--- config.mk ---
export PLATFORM = sky130hd
export DESIGN_NAME = can_tx_scheduler
export DESIGN_NICKNAME = d
export VERILOG_FILES = /design/src/rtl/can_sched_pkg.sv /design/src/rtl/can_sched_slot.sv /design/src/rtl/can_tx_scheduler.sv
export SDC_FILE = /design/constraint.sdc
export NUM_CORES = 1
export LEC_CHECK = 0
export CORE_UTILIZATION = 51
export CTS_BUF_LIST = sky130_fd_sc_hd__clkbuf_16
export DETAILED_ROUTE_END_ITERATION = 7
export PLACE_DENSITY = 0.77
export SETUP_SLACK_MARGIN = 0.05
export SYNTH_ARGS = -nofsm -noshare
export SYNTH_HDL_FRONTEND = slang
export SYNTH_HIERARCHICAL = 1
export SYNTH_SLANG_ARGS = --single-unit
--- constraint.sdc ---
create_clock -name clk -period 2.8 [get_ports clk]
set_input_delay 0.28 -clock clk [delete_from_list [all_inputs] [get_ports clk]]
set_output_delay 0.28 -clock clk [all_outputs]
set_load 0.05 [all_outputs]
--- src/rtl/can_sched_pkg.sv ---
// Shared constants and types for the CAN TX scheduler: payload width,
// output-register state encoding and the slot index width helper.
package can_sched_pkg;

    localparam int CAN_TX_DW = 32;

    typedef enum logic {
        ST_IDLE = 1'b0,
        ST_HOLD = 1'b1
    } tx_state_e;

    // Never returns 0 so a 1-slot build would still get a legal index port.
    function automatic int slot_idx_w(input int n);
        return (n > 1) ? $clog2(n) : 1;
    endfunction

endpackage

--- src/rtl/can_sched_slot.sv ---
// One periodic mailbox slot: stored config/payload, tick counter,
// pending flag and sticky overrun flag.
module can_sched_slot
    import can_sched_pkg::*;
#(
    parameter int PERIOD_W = 16
) (
    input  logic                 clk,
    input  logic                 rst,
    input  logic                 tick,
    input  logic                 cfg_we,
    input  logic                 cfg_en,
    input  logic [PERIOD_W-1:0]  cfg_period,
    input  logic [CAN_TX_DW-1:0] cfg_data,
    input  logic                 grant,
    input  logic                 clr,
    output logic                 pending,
    output logic                 overrun,
    output logic [CAN_TX_DW-1:0] data
);

    logic                 en_q, en_d;
    logic [PERIOD_W-1:0]  period_q, period_d;
    logic [CAN_TX_DW-1:0] data_q, data_d;
    logic [PERIOD_W-1:0]  cnt_q, cnt_d;
    logic                 pending_q, pending_d;
    logic                 overrun_q, overrun_d;
    logic                 active;
    logic                 fire;

    always_comb begin
        active    = en_q & (period_q != '0);
        // A config write on this slot masks any same-cycle tick effect.
        fire      = ~cfg_we & tick & active & (cnt_q == period_q - 1'b1);
        en_d      = en_q;
        period_d  = period_q;
        data_d    = data_q;
        cnt_d     = cnt_q;
        pending_d = pending_q;
        if (cfg_we) begin
            en_d      = cfg_en;
            period_d  = cfg_period;
            data_d    = cfg_data;
            cnt_d     = '0;
            pending_d = 1'b0;
        end else begin
            if (tick & active) begin
                cnt_d = fire ? '0 : cnt_q + 1'b1;
            end
            // A fire on the granted cycle re-arms pending: the old frame was consumed.
            if (fire) begin
                pending_d = 1'b1;
            end else if (grant) begin
                pending_d = 1'b0;
            end
        end
        overrun_d = (fire & pending_q & ~grant) | (overrun_q & ~clr);
    end

    always_ff @(posedge clk or posedge rst) begin
        if (rst) begin
            en_q      <= 1'b0;
            period_q  <= '0;
            data_q    <= '0;
            cnt_q     <= '0;
            pending_q <= 1'b0;
            overrun_q <= 1'b0;
        end else begin
            en_q      <= en_d;
            period_q  <= period_d;
            data_q    <= data_d;
            cnt_q     <= cnt_d;
            pending_q <= pending_d;
            overrun_q <= overrun_d;
        end
    end

    assign pending = pending_q;
    assign overrun = overrun_q;
    assign data    = data_q;

endmodule

--- src/rtl/can_tx_scheduler.sv ---
// Feeds the CAN controller TX push port from periodic mailbox slots and an
// immediate host port: immediate has absolute priority, slots are round-robin.
module can_tx_scheduler
    import can_sched_pkg::*;
#(
    parameter  int NUM_SLOTS = 4,
    parameter  int TICK_DIV  = 50000,
    parameter  int PERIOD_W  = 16,
    localparam int SW        = slot_idx_w(NUM_SLOTS)
) (
    input  logic                 clk,
    input  logic                 rst,
    input  logic                 cfg_we,
    input  logic [SW-1:0]        cfg_slot,
    input  logic                 cfg_en,
    input  logic [PERIOD_W-1:0]  cfg_period,
    input  logic [CAN_TX_DW-1:0] cfg_data,
    input  logic                 imm_valid,
    output logic                 imm_ready,
    input  logic [CAN_TX_DW-1:0] imm_data,
    output logic                 tx_valid,
    input  logic                 tx_ready,
    output logic [CAN_TX_DW-1:0] tx_data,
    output logic [NUM_SLOTS-1:0] slot_pending,
    output logic [NUM_SLOTS-1:0] slot_overrun,
    input  logic [NUM_SLOTS-1:0] overrun_clr,
    output tx_state_e            dbg_state
);

    localparam int PRE_W = $clog2(TICK_DIV);

    logic [PRE_W-1:0]     presc_q, presc_d;
    logic                 tick;
    tx_state_e            state_q, state_d;
    logic [CAN_TX_DW-1:0] tx_data_q, tx_data_d;
    logic [SW-1:0]        rr_ptr_q, rr_ptr_d;
    logic [NUM_SLOTS-1:0] cfg_mask;
    logic [NUM_SLOTS-1:0] cand;
    logic [NUM_SLOTS-1:0] slot_grant;
    logic [CAN_TX_DW-1:0] slot_data [NUM_SLOTS];
    logic                 load;
    logic                 found;
    logic [SW-1:0]        gnt_idx;
    logic [SW-1:0]        idx;

    always_comb begin
        tick    = (presc_q == PRE_W'(TICK_DIV - 1));
        presc_d = tick ? '0 : presc_q + 1'b1;
    end

    always_comb begin
        cfg_mask = '0;
        if (cfg_we) begin
            cfg_mask[cfg_slot] = 1'b1;
        end
    end

    // Handshakes: a beat transfers on a cycle where valid && ready. tx_valid/tx_data
    // stay frozen while tx_ready is low; imm_ready is the combinational accept.
    always_comb begin
        load      = (state_q == ST_IDLE) | tx_ready;
        cand      = slot_pending & ~cfg_mask;
        found     = 1'b0;
        gnt_idx   = '0;
        idx       = '0;
        for (int i = 0; i < NUM_SLOTS; i++) begin
            idx = rr_ptr_q + SW'(i);
            if (!found && cand[idx]) begin
                found   = 1'b1;
                gnt_idx = idx;
            end
        end
        imm_ready  = ~rst & load & imm_valid;
        slot_grant = '0;
        state_d    = state_q;
        tx_data_d  = tx_data_q;
        rr_ptr_d   = rr_ptr_q;
        if (load) begin
            if (imm_valid) begin
                state_d   = ST_HOLD;
                tx_data_d = imm_data;
            end else if (found) begin
                state_d             = ST_HOLD;
                tx_data_d           = slot_data[gnt_idx];
                rr_ptr_d            = gnt_idx + 1'b1;
                slot_grant[gnt_idx] = 1'b1;
            end else begin
                state_d = ST_IDLE;
            end
        end
    end

    always_ff @(posedge clk or posedge rst) begin
        if (rst) begin
            presc_q   <= '0;
            state_q   <= ST_IDLE;
            tx_data_q <= '0;
            rr_ptr_q  <= '0;
        end else begin
            presc_q   <= presc_d;
            state_q   <= state_d;
            tx_data_q <= tx_data_d;
            rr_ptr_q  <= rr_ptr_d;
        end
    end

    for (genvar s = 0; s < NUM_SLOTS; s++) begin : g_slot
        can_sched_slot #(
            .PERIOD_W(PERIOD_W)
        ) u_slot (
            .clk       (clk),
            .rst       (rst),
            .tick      (tick),
            .cfg_we    (cfg_mask[s]),
            .cfg_en    (cfg_en),
            .cfg_period(cfg_period),
            .cfg_data  (cfg_data),
            .grant     (slot_grant[s]),
            .clr       (overrun_clr[s]),
            .pending   (slot_pending[s]),
            .overrun   (slot_overrun[s]),
            .data      (slot_data[s])
        );
    end

    assign tx_valid  = (state_q == ST_HOLD);
    assign tx_data   = tx_data_q;
    assign dbg_state = state_q;

endmodule

# == Word-level counts from Yosys, hierarchy flattened ==
# Cells that the tools add are included.
# word_totals
in_bits,92
register_bits,319
# classes
n_mux,56
magnitude_cmp,9
add_sub_neg,13
bitwise_logic,57
reduce_logical,23
eq_ne,5
# op_table
cell,n
2-to-1 mux 16 bit,13
2-to-1 mux 32 bit,4
"adder 16 x 1 -> 16 bit, second input constant",5
binary-select mux 32 bit (select 2 bit),1
== test 16 bit,4
nonzero test 16 bit,4
"subtractor 16 x 1 -> 16 bit, second input constant",4
AND 1 bit,34
2-to-1 mux 1 bit,24
"< comparator 2 x 3 -> 1 bit, second input constant",6
"== test 16 bit, second input constant",1
2-to-1 mux 4 bit,4
inverter 1 bit,15
nonzero test 3 bit,4
nonzero test 2 bit,5
binary-select mux 1 bit (select 2 bit),4
2-to-1 mux 2 bit,4
logical AND 1 bit,5
bitwise OR 1 bit,5
"adder 2 x 1 -> 2 bit, second input constant",2
"adder 2 bit, second input constant",2
AND 4 bit,1
demux 1 bit (select 2 bit),2
">= comparator 2 x 1 -> 1 bit, second input constant",2
6 further kinds,8

# == Depth between registers and ports, before layout ==
# logic_depth
word_depth,29
mapped_depth,11
mapped_depth_nobuf,9

# == Modules after synthesis ==
# Netlist, hierarchy kept.
# modules_own_cells
module,cells_each,n_inst,seq_area_each_um2,area_per_inst_um2
can_sched_slot,307,4,1676.6,3422.0
can_tx_scheduler,314,1,1276.2,3472.1

# == Worst setup path after synthesis ==
# OpenSTA, ideal clock, no wires.
# synth_path
path_type,register -> register
start,register g_slot[2].u_slot.period_q[0]
end,register g_slot[2].u_slot.cnt_q[4]
arrival_ns,2.719
path_buffers,1
path_stages_with_launch,11
t_required_ns,2.674
setup_slack_ns,-0.045
setup_time_ns,0.126
period_less_slack_ns,2.845
path_cell_list,dfrtp_1 inv_1 ha_1 or4b_1 or4_1 and4b_1 nor4_2 o2111a_2 nor2_2 buf_6 a221o_1
# synth_between
elab_chain_cells,7
word_cells_on_any_way,11
classes_between,add/sub (1); eq/ne (1); mux (3); bitwise (4); reduce/logical (2)
# synth_lines
item,line,rtl
from (decl),can_sched_slot.sv:23,"logic [PERIOD_W-1:0] period_q, period_d;"
from (signal assigned),can_sched_slot.sv:70,period_q <= period_d;
branches (longest 7 deep; another with subtractor 16 x 1 -> 16 bit),-,
to (signal assigned),can_sched_slot.sv:72,cnt_q <= cnt_d;
to (decl),can_sched_slot.sv:25,"logic [PERIOD_W-1:0] cnt_q, cnt_d;"
# Several ways; the timed one is not identified. The select of a mux whose other input is x is not followed.
# A chain may end at the register's enable or synchronous reset.

# == Final worst setup path ==
# layout_path
start,register g_slot[0].u_slot.period_q[0]
end,register g_slot[0].u_slot.cnt_q[6]
# layout_between
elab_chain_cells,7
word_cells_on_any_way,11
classes_between,add/sub (1); eq/ne (1); mux (3); bitwise (4); reduce/logical (2)
# layout_lines
item,line
from (decl),can_sched_slot.sv:23
from (signal assigned),can_sched_slot.sv:70
branches (longest 7 deep; another with subtractor 16 x 1 -> 16 bit),-
to (signal assigned),can_sched_slot.sv:72
to (decl),can_sched_slot.sv:25
# Several ways; the timed one is not identified. The select of a mux whose other input is x is not followed.

==> flow_metrics.env <==
export IMPL_status="finished with violations"
export IMPL_violations="setup timing"
export IMPL_routabilityCongestion=0.911
export IMPL_cp_num_cells=10
export IMPL_skew_ns=0.0271
export IMPL_seq_power_share_pct=42.1
export IMPL_antenna_found_initial=5
export IMPL_dominantRegCellSynth="dfrtp_1"
export IMPL_route_detailed_drc=0
export IMPL_drive_gt1_share_pct=28.8
export IMPL_placed_area_sq_um=19600
export IMPL_die_area_sq_um=34400
export IMPL_syn_inst=1542
export IMPL_htree_levels=2
export IMPL_hold_class="in2async"
export IMPL_clkSinkCount=319
export IMPL_finalPower_w=0.0133
export IMPL_vias=13422
export IMPL_async_reset_ff_share_pct=100
export IMPL_drt_iter0_markers=1011
export IMPL_die_y_um=185
export IMPL_whs_ns=0.235
export IMPL_grt_use_total_pct=26.7
export IMPL_seq_area_frac_synth_pct=46.5
export IMPL_critPathArrivalTime_ns=3.30
export IMPL_nets=1849
export IMPL_clockPowerShare_pct=36.9
export IMPL_cp_start_kind="flop"
export IMPL_wl_per_cell_um=20.7
export IMPL_core_sq_um=32800
export IMPL_clock_path_buffers=3
export IMPL_synth_top_family_by_area="multiplexers"
export IMPL_cp_required_ns=3.20
export IMPL_critPathKind="reg2reg"
export IMPL_place_inst=2125
export IMPL_synth_seq_cells=319
export IMPL_hpwl_um=30800
export IMPL_cts_hold_buffers=0
export IMPL_ir_worst_vdd_v=0.000541
export IMPL_post_drt_via_cell_ratio=6.08
export IMPL_tightest_slew_ns=0.682
export IMPL_cpMaxStageDelayCell="or4_4"
export IMPL_fin_ws_ns=-0.105
export IMPL_pre_cts_ws_ns=-0.0667
export IMPL_rsz0062_at_grt="true"
export IMPL_cp_num_buf_inv=2
export IMPL_grt_max_degree=68
export IMPL_n_antenna_cell=0
export IMPL_numCtsBuffers=36
export IMPL_synth_fp_nets=1651
export IMPL_globalRouteOverflowTotal=0
export IMPL_slew_viol_final=0
export IMPL_synthXorXnorAreaFrac_pct=4.29
export IMPL_cpLargestDelayFamily="simple AND/OR/NAND/NOR gates"
export IMPL_hold_viol=0
export IMPL_switchingPower_w=0.00382
export IMPL_synth_compound_area_share_pct=13.4
export IMPL_ys_types=67
export IMPL_grt_pass1_vias=13675
export IMPL_fmax_mhz=344
export IMPL_drtAntennaViolNets=0
export IMPL_power_density_nw_per_um2=625
export IMPL_rr_worst_depth=10
export IMPL_design_area_sq_um=21300
export IMPL_intPower_w=0.00952
export IMPL_syn_area_sq_um=17200
export IMPL_p_comb_share_pct=20.9
export IMPL_cp_cell_sequence="inv_2 > ha_4 > or4b_4 > or4_4 > and4b_1 > nor4_2 > o2111a_2 > buf_4 > nor4_1 > a221o_1"
export IMPL_firstDrtPassIters=5
export IMPL_endpoint_kind="flop"
export IMPL_synth_avg_cell_area_sq_um=11.1
export IMPL_p_leak_nw=8.65
export IMPL_synth_edf_count=0
export IMPL_initial_utilization_pct=52.3
export IMPL_setup_viol=29
export IMPL_swShare_pct=28.6
export IMPL_synth_simple_gate_area_share_pct=14.8
export IMPL_routed_wl_um=45800
export IMPL_max_stage_delay_ns=0.49
export IMPL_fin_crit_ns=2.91
export IMPL_clk_pin_slew_worst_paths_ns=0.06
export IMPL_clock_latency_ns=0.53
export IMPL_ioPinCount=135
export IMPL_path_max_fanout=7
export IMPL_port_buffers=134
export IMPL_fin_cells=2209
export IMPL_fin_crit_sh_pct=104
export IMPL_yosys_warnings=6
export IMPL_grt_pass1_wl_um=72100
export IMPL_synthAdderAreaFrac_pct=1.24
export IMPL_tritoncts="built"
export IMPL_maxSlewHeadroom_pct=54.4
export IMPL_cts_root_buf="clkbuf_16"
export IMPL_dieWidth_um=185
export IMPL_area_growth_syn_to_layout_pct=24.4
export IMPL_fillCellCount=2501
export IMPL_muxShareOfSynthArea_pct=15.7
export IMPL_rows=66
export IMPL_cap_violations=0
[layout make-up]
cell class	count	area [sq um]	share of cell area, %
clock buffers	37	926	4.34
multi-input cells	1073	8890	41.6
clock inverters	28	315	1.48
repair buffers	268	2520	11.8
inverters	42	158	0.739
flip-flops and latches	319	7980	37.4
well taps	442	553	2.59
[synthesized netlist by cell type (30+ instances only)]
library cell	count	area (sq um)
inv_1	42	158
nor2_1	68	255
dfrtp_1	319	7980
nand2_1	97	364
xnor2_1	47	412
nor4_1	32	200
a221oi_2	30	450
mux2i_1	64	641
xor2_1	37	324
nor3_1	52	260
mux2_2	181	2040
o22ai_1	42	263
clkbuf_1	73	274
nand3_1	36	180
[kinds of logic (layout without fill, tap and decap cells)]
family                     count (synthesis)  after routing
and+or+nand+nor                          455            456
xor gates and xnor gates                  84             84
buffers and inverters                    151            375
adders and majority gates                 17             17
DFF                                      319            319
AOI/OAI and AO/OA                        270            270
muxes                                    246            246
[registers in the layout, indices dropped and copies added, names as in the netlist]
register                count
dbg_state                   1
g_slot.u_slot/cnt_q        64
g_slot.u_slot/data        128
g_slot.u_slot/en_q          4
g_slot.u_slot/overrun       4
g_slot.u_slot/pending       4
g_slot.u_slot/period_q     64
presc_q                    16
rr_ptr_q                    2
tx_data                    32
[layout by cell type (no fill, tap or decap), types with 19 or more instances in the layout]
| cell | instances |
|---|---|
| nand2_1 | 97 |
| nor3_1 | 39 |
| nor2_1 | 68 |
| a22o_1 | 21 |
| and3_1 | 25 |
| mux2_2 | 181 |
| inv_1 | 35 |
| xnor2_1 | 47 |
| clkdlybuf4s50_1 | 133 |
| nor4_1 | 25 |
| mux2i_1 | 64 |
| buf_4 | 114 |
| a221o_1 | 28 |
| nand3_1 | 36 |
| o22ai_1 | 41 |
| o21ai_0 | 22 |
| a211oi_1 | 19 |
| clkbuf_16 | 37 |
| xor2_1 | 37 |
| dfrtp_1 | 319 |
| a221oi_2 | 30 |
[path summary, 6_finish.rpt]
check,from,to,slack (ns)
setup / recovery,g_slot[0].u_slot/period_q[0],g_slot[0].u_slot/cnt_q[6],-0.11
hold / removal,rst,g_slot[3].u_slot/data[0],0.23
setup reg to reg,g_slot[0].u_slot/period_q[0],g_slot[0].u_slot/cnt_q[6],-0.11
hold reg to reg,presc_q[0],presc_q[0],0.50
max in group asynchronous,rst,g_slot[3].u_slot/period_q[2],1.76
min in group clk,overrun_clr[2],g_slot[2].u_slot/overrun,0.33
[through the flow]
step / TNS, ns / util, %
floorplan: 0 / -
global placement: 0 / 59.8
detailed placement: -0.667 / 59.8
CTS: -0.527 / 64.5
global route: -5.45 / 65.1
finish: -1.77 / 65.1
[power by group through the flow]
stage,clock network (W),logic [W],registers [W]
6_report,0.00493,0.00279,0.00562
3_5_place_dp,0,0.00267,0.00568
2_1_floorplan,0,0.00149,0.00582
3_3_place_gp,0,0.00259,0.00563
4_1_cts,0.00502,0.00274,0.00561
5_1_grt,0.00519,0.00298,0.00568
[per-layer routing]
| metal | up-vias | global-route usage [%] | wire (um) |
|---|---|---|---|
| li1 | 6141 | - | - |
| met1 | 6783 | 33.8 | 19300 |
| met2 | 408 | 46.4 | 22600 |
| met3 | 82 | 5.09 | 2860 |
| met4 | 8 | 7.34 | 975 |
| met5 | - | 0 | 47 |
[what timing repair did]
item / CTS / global route
setup buffers: 15 / 2
pin swaps: 23 / 15
gates resized for setup: 34 / 39
cloned: 1 / 1
setup endpoints to repair: 55 / 70
No activity file was read; power rests on OpenSTA's default activity.
